### config.mk
export PLATFORM = sky130hd
export DESIGN_NAME = gcd_job_sequencer
export DESIGN_NICKNAME = d
export VERILOG_FILES = /design/src/rtl/gcd_job_sequencer.sv
export SDC_FILE = /design/constraint.sdc
export NUM_CORES = 1
export LEC_CHECK = 0
export CAP_MARGIN = 0
export CELL_PAD_IN_SITES_DETAIL_PLACEMENT = 0
export CELL_PAD_IN_SITES_GLOBAL_PLACEMENT = 1
export CORE_MARGIN = 4
export CORE_UTILIZATION = 35
export CTS_BUF_LIST = sky130_fd_sc_hd__clkbuf_4 sky130_fd_sc_hd__clkbuf_8 sky130_fd_sc_hd__clkbuf_16
export CTS_CLUSTER_SIZE = 8
export DETAILED_ROUTE_END_ITERATION = 10
export PLACE_DENSITY = 0.78
export SKIP_CTS_REPAIR_TIMING = 1
export SLEW_MARGIN = 5
export SYNTH_ARGS = -nofsm -noshare
export SYNTH_HDL_FRONTEND = slang
export SYNTH_SLANG_ARGS = --single-unit
export TNS_END_PERCENT = 100
### constraint.sdc
create_clock -name CLK -period 3.06 [get_ports CLK]
set_clock_uncertainty 0.2 [all_clocks]
set_input_delay 0.612 -clock CLK [delete_from_list [all_inputs] [get_ports CLK]]
set_output_delay 0.612 -clock CLK [all_outputs]
set_load 0.03 [all_outputs]
### src/rtl/gcd_job_sequencer.sv
// Job sequencer in front of a start/done GCD core: accepts operand pairs one at a time,
// runs the start/done handshake with a timeout, and queues results in a small FWFT FIFO.
module gcd_job_sequencer #(
  parameter int DEPTH   = 4,
  parameter int TIMEOUT = 255
) (
  input  logic       CLK,
  input  logic       reset,
  input  logic       job_valid,
  output logic       job_ready,
  input  logic [7:0] job_x,
  input  logic [7:0] job_y,
  output logic [7:0] gcd_x,
  output logic [7:0] gcd_y,
  output logic       gcd_start,
  input  logic [7:0] gcd_out,
  input  logic       gcd_done,
  output logic       res_valid,
  input  logic       res_ready,
  output logic [7:0] res_data,
  output logic       res_err,
  output logic       busy
);

  localparam int AW = $clog2(DEPTH);
  localparam logic [AW:0] FULL    = (AW + 1)'(DEPTH);
  localparam logic [15:0] TO_LAST = 16'(TIMEOUT - 1);

  typedef enum logic [1:0] {IDLE, ISSUE, RELEASE} state_t;

  state_t        state_reg;
  logic [15:0]   cnt_reg;
  logic [8:0]    mem [DEPTH];
  logic [AW-1:0] wr_ptr_reg;
  logic [AW-1:0] rd_ptr_reg;
  logic [AW:0]   count_reg;

  logic       accept;
  logic       zero_op;
  logic       timed_out;
  logic       push;
  logic       pop;
  logic [8:0] push_word;

  // Space is checked at accept, so the single in-flight job can always push its result.
  assign job_ready = !reset && (state_reg == IDLE) && (count_reg < FULL);
  assign accept    = job_valid && job_ready;
  assign zero_op   = (job_x == 8'd0) || (job_y == 8'd0);
  assign timed_out = (cnt_reg == TO_LAST);
  assign busy      = (state_reg != IDLE);

  assign res_valid = (count_reg != '0);
  assign pop       = res_valid && res_ready;
  assign res_data  = res_valid ? mem[rd_ptr_reg][7:0] : 8'd0;
  assign res_err   = res_valid ? mem[rd_ptr_reg][8] : 1'b0;

  // Result word is {err, data}; error entries carry data 0.
  always_comb begin
    push      = 1'b0;
    push_word = 9'h100;
    case (state_reg)
      IDLE:    push = accept && zero_op;
      ISSUE: begin
        if (gcd_done) begin
          push      = 1'b1;
          push_word = {1'b0, gcd_out};
        end else if (timed_out) begin
          push = 1'b1;
        end
      end
      default: push = 1'b0;
    endcase
  end

  always_ff @(posedge CLK or posedge reset) begin
    if (reset) begin
      state_reg <= IDLE;
      cnt_reg   <= 16'd0;
      gcd_x     <= 8'd0;
      gcd_y     <= 8'd0;
      gcd_start <= 1'b0;
    end else begin
      case (state_reg)
        IDLE: begin
          if (accept) begin
            gcd_x   <= job_x;
            gcd_y   <= job_y;
            cnt_reg <= 16'd0;
            if (!zero_op) begin
              state_reg <= ISSUE;
              gcd_start <= 1'b1;
            end
          end
        end
        ISSUE: begin
          if (gcd_done || timed_out) begin
            state_reg <= RELEASE;
            gcd_start <= 1'b0;
            cnt_reg   <= 16'd0;
          end else begin
            cnt_reg <= cnt_reg + 16'd1;
          end
        end
        RELEASE: begin
          if (!gcd_done || timed_out) begin
            state_reg <= IDLE;
            cnt_reg   <= 16'd0;
          end else begin
            cnt_reg <= cnt_reg + 16'd1;
          end
        end
        default: begin
          state_reg <= IDLE;
          gcd_start <= 1'b0;
        end
      endcase
    end
  end

  always_ff @(posedge CLK) begin
    if (push) mem[wr_ptr_reg] <= push_word;
  end

  always_ff @(posedge CLK or posedge reset) begin
    if (reset) begin
      wr_ptr_reg <= '0;
      rd_ptr_reg <= '0;
      count_reg  <= '0;
    end else begin
      if (push) wr_ptr_reg <= wr_ptr_reg + 1'b1;
      if (pop)  rd_ptr_reg <= rd_ptr_reg + 1'b1;
      case ({push, pop})
        2'b10:   count_reg <= count_reg + 1'b1;
        2'b01:   count_reg <= count_reg - 1'b1;
        default: count_reg <= count_reg;
      endcase
    end
  end

endmodule

==> results.toml <==
[routing]
via_per_inst = 4.83
wl_per_cell_um = 14.8
drtIter0Drc = 103
ant_nets = 0
remaining_drc_errors = 0
dr.pass1.iters = 5
drt_wl_total_um = 7780
num_vias = 2530

[synth]
yosys-top-cells-area = "edfxtp_1 29%, dfrtp_1 28%, nand2_1 5.8%, mux4_2 5.4%, ha_1 4.0%"
synth_ff_type = "dfrtp_1"
synth_adder_area_share_pct = 4.54
synthMuxAreaShare_pct = 7.37
ys_ff_latch = 78
synth_top_area_share_pct = 28.8
yosys.cell_count.top_type = "nand2_1"
yosys_warnings = 0
async_reset_ff_share_pct = 53.8
syn_nets = 354
synthXorXnorAreaFrac_pct = 1.40
syn_inst = 312
yosys.area_share.simple_pct = 19.0
yosysTopAreaCell = "edfxtp_1"
synth_edf_count = 36
syn_area_per_cell_um2 = 12.0
synth-compound-area-share_pct = 7.54
synth_top_family_by_area = "simple AND/OR/NAND/NOR gates"
ys_seq_area_share_pct = 56.8
synth_cell_types = 45
synth_common_cells = "58 x nand2_1, 42 x dfrtp_1, 36 x edfxtp_1"
synth_area_mm2 = 0.00375

[clocking]
cts_made_buffers = 9
clock_sink_count = 78
cts_tree = "built"
clk_latency_ps = 350
clk_pin_slew_worst_paths_ps = 80
cts_buffer_depth = 2
cts_max_level = 3
cts-root-buf = "clkbuf_8"

[power]
power.switching_mw = 1.65
p_per_area_mw_per_mm2 = 874
clockPowerShare_pct = 17.2
ir_drop_mv = 0.520
p_total_mw = 4.15
p_leak_nw = 2.12
seqPwrFrac_pct = 36.0
power_frac_comb_pct = 46.8
swShare_pct = 39.8
internal-power_mw = 2.50

[global_route]
grt_pass1_vias = 2557
grt_max_degree = 43
grt_pass1_wl_um = 13000
grt_use_total_pct = 13.0
antenna_found_initial = 0
overflow = 0

[finish]
antennaDiodeCount = 0
largest_reg_flops = 36
num-nets-final = 425
drive_gt1_share_pct = 14.2
fin_util_pct = 45.7
fin_cells = 524
area_delta_synth_final_pct = 26.4

[critical_path]
end_kind = "primary output"
start_kind = "flip-flop"
reg2reg_depth = 12
critPathArrivalTime_ps = 2030
criticalPathCategory = "reg -> out"
crit_required_ps = 2250
crit_fanout = 5
r2r_slack_ps = 430
r2r-end = "count_reg[2]"
reg2reg_from = "cnt_reg[0]"

[floorplanning]
core_area_mm2 = 0.0104
num_rows = 37
die-area_mm2 = 0.0124
dieWidth_um = 112
start_util_pct = 36.2
die_h_um = 112
ios = 58

[timing]
finalCriticalPeriod_ps = 2850
grt_setup_unrepaired = "no"
setup_viol_count_final = 0
period_share_pct = 93.0
fmax_mhz = 351
hold_viol = 0
slew_viol_final = 0
tightest_slew_ps = 733
slew_headroom_pct = 51.2
hold_slack_ps = 279

[flow_run]
cap_violations = 0

[status]
outcome = "finished, final reports clean"

[hold_path]
hold_depth = 2
hp-start = "gcd_y[7]"
worstHoldEndpoint = "gcd_y[7]"
hp-class = "reg -> reg"

[placed_design]
dp.cells = 508
routabilityCongestion = 0.791
port_buffers = 57
dp.final_hpwl_um = 5480
==> metrics by stage <==
stage	setup WS [ps]	TNS [ps]	instance area, µm²
finish	214	0	4740
global route	116	0	4740
CTS	-55.7	-279	4720
detailed placement	23.0	0	4540
global placement	78.7	0	4540
floorplan	165	0	3750
==> how the worst max path moves through the flow <==
stage                        startpoint      endpoint  slack (ps)  depth (start not counted)
final                      state_reg[0]          busy         210                          5
after global placement         job_x[0]  count_reg[2]          80                         11
after global routing       state_reg[0]          busy         120                          5
after CTS                 rd_ptr_reg[0]       res_err         -60                          4
after detailed placement       job_x[0]  count_reg[1]          20                          9
after floorplan            state_reg[0]  state_reg[0]         170                          8
==> power groups by stage <==
stage	Combinational, mW	Sequential (mW)	Clock, mW
2_1_floorplan	1.12	1.67	0
3_3_place_gp	1.95	1.51	0
3_5_place_dp	1.98	1.52	0
4_1_cts	1.99	1.50	0.737
5_1_grt	2.11	1.53	0.782
6_report	1.94	1.49	0.712
==> cell usage in the layout, fill, tap and decap left out, types with 10 or more instances in the layout <==
master / instances
nand2_1: 58
clkdlybuf4s50_1: 47
dfrtp_1: 42
edfxtp_1: 36
and3_1: 15
inv_1: 15
buf_4: 15
o21ai_0: 13
and2_1: 12
ha_1: 12
a21o_1: 11
dlymetal6s2s_1: 10
==> per-layer routing <==
layer | wire, µm | track usage (%) | vias to the layer above
met4 | 97 | 4.14 | 0
met3 | 290 | 2.99 | 8
met1 | 3440 | 16.2 | 1223
met2 | 3950 | 22.6 | 50
met5 | 0 | 0 | -
li1 | - | - | 1249
==> cell type report <==
type	count	area, µm²
Fill cell	983	5630
Sequential cell	78	2130
Multi-Input combinational cell	207	1500
Timing Repair Buffer	72	708
Tap cell	136	170
Clock buffer	9	124
Inverter	15	56.3
Clock inverter	7	55.1
==> logic make-up (layout without fill, tap and decap cells) <==
logic type / count (synthesis) / count (layout)
flops: 78 / 78
simple gates: 132 / 132
compound gates: 40 / 40
buf+inv: 27 / 103
fa+ha+maj: 13 / 13
mux: 16 / 16
xor+xnor: 6 / 6
==> worst max-delay path, cell delays in order, from the launching register on <==
cell             delay (ps)
dfrtp_1                 400
inv_1                   100
ha_1                    250
buf_4                   170
inv_1                    70
clkdlybuf4s50_1         680
No activity file was read; power rests on OpenSTA's default activity.
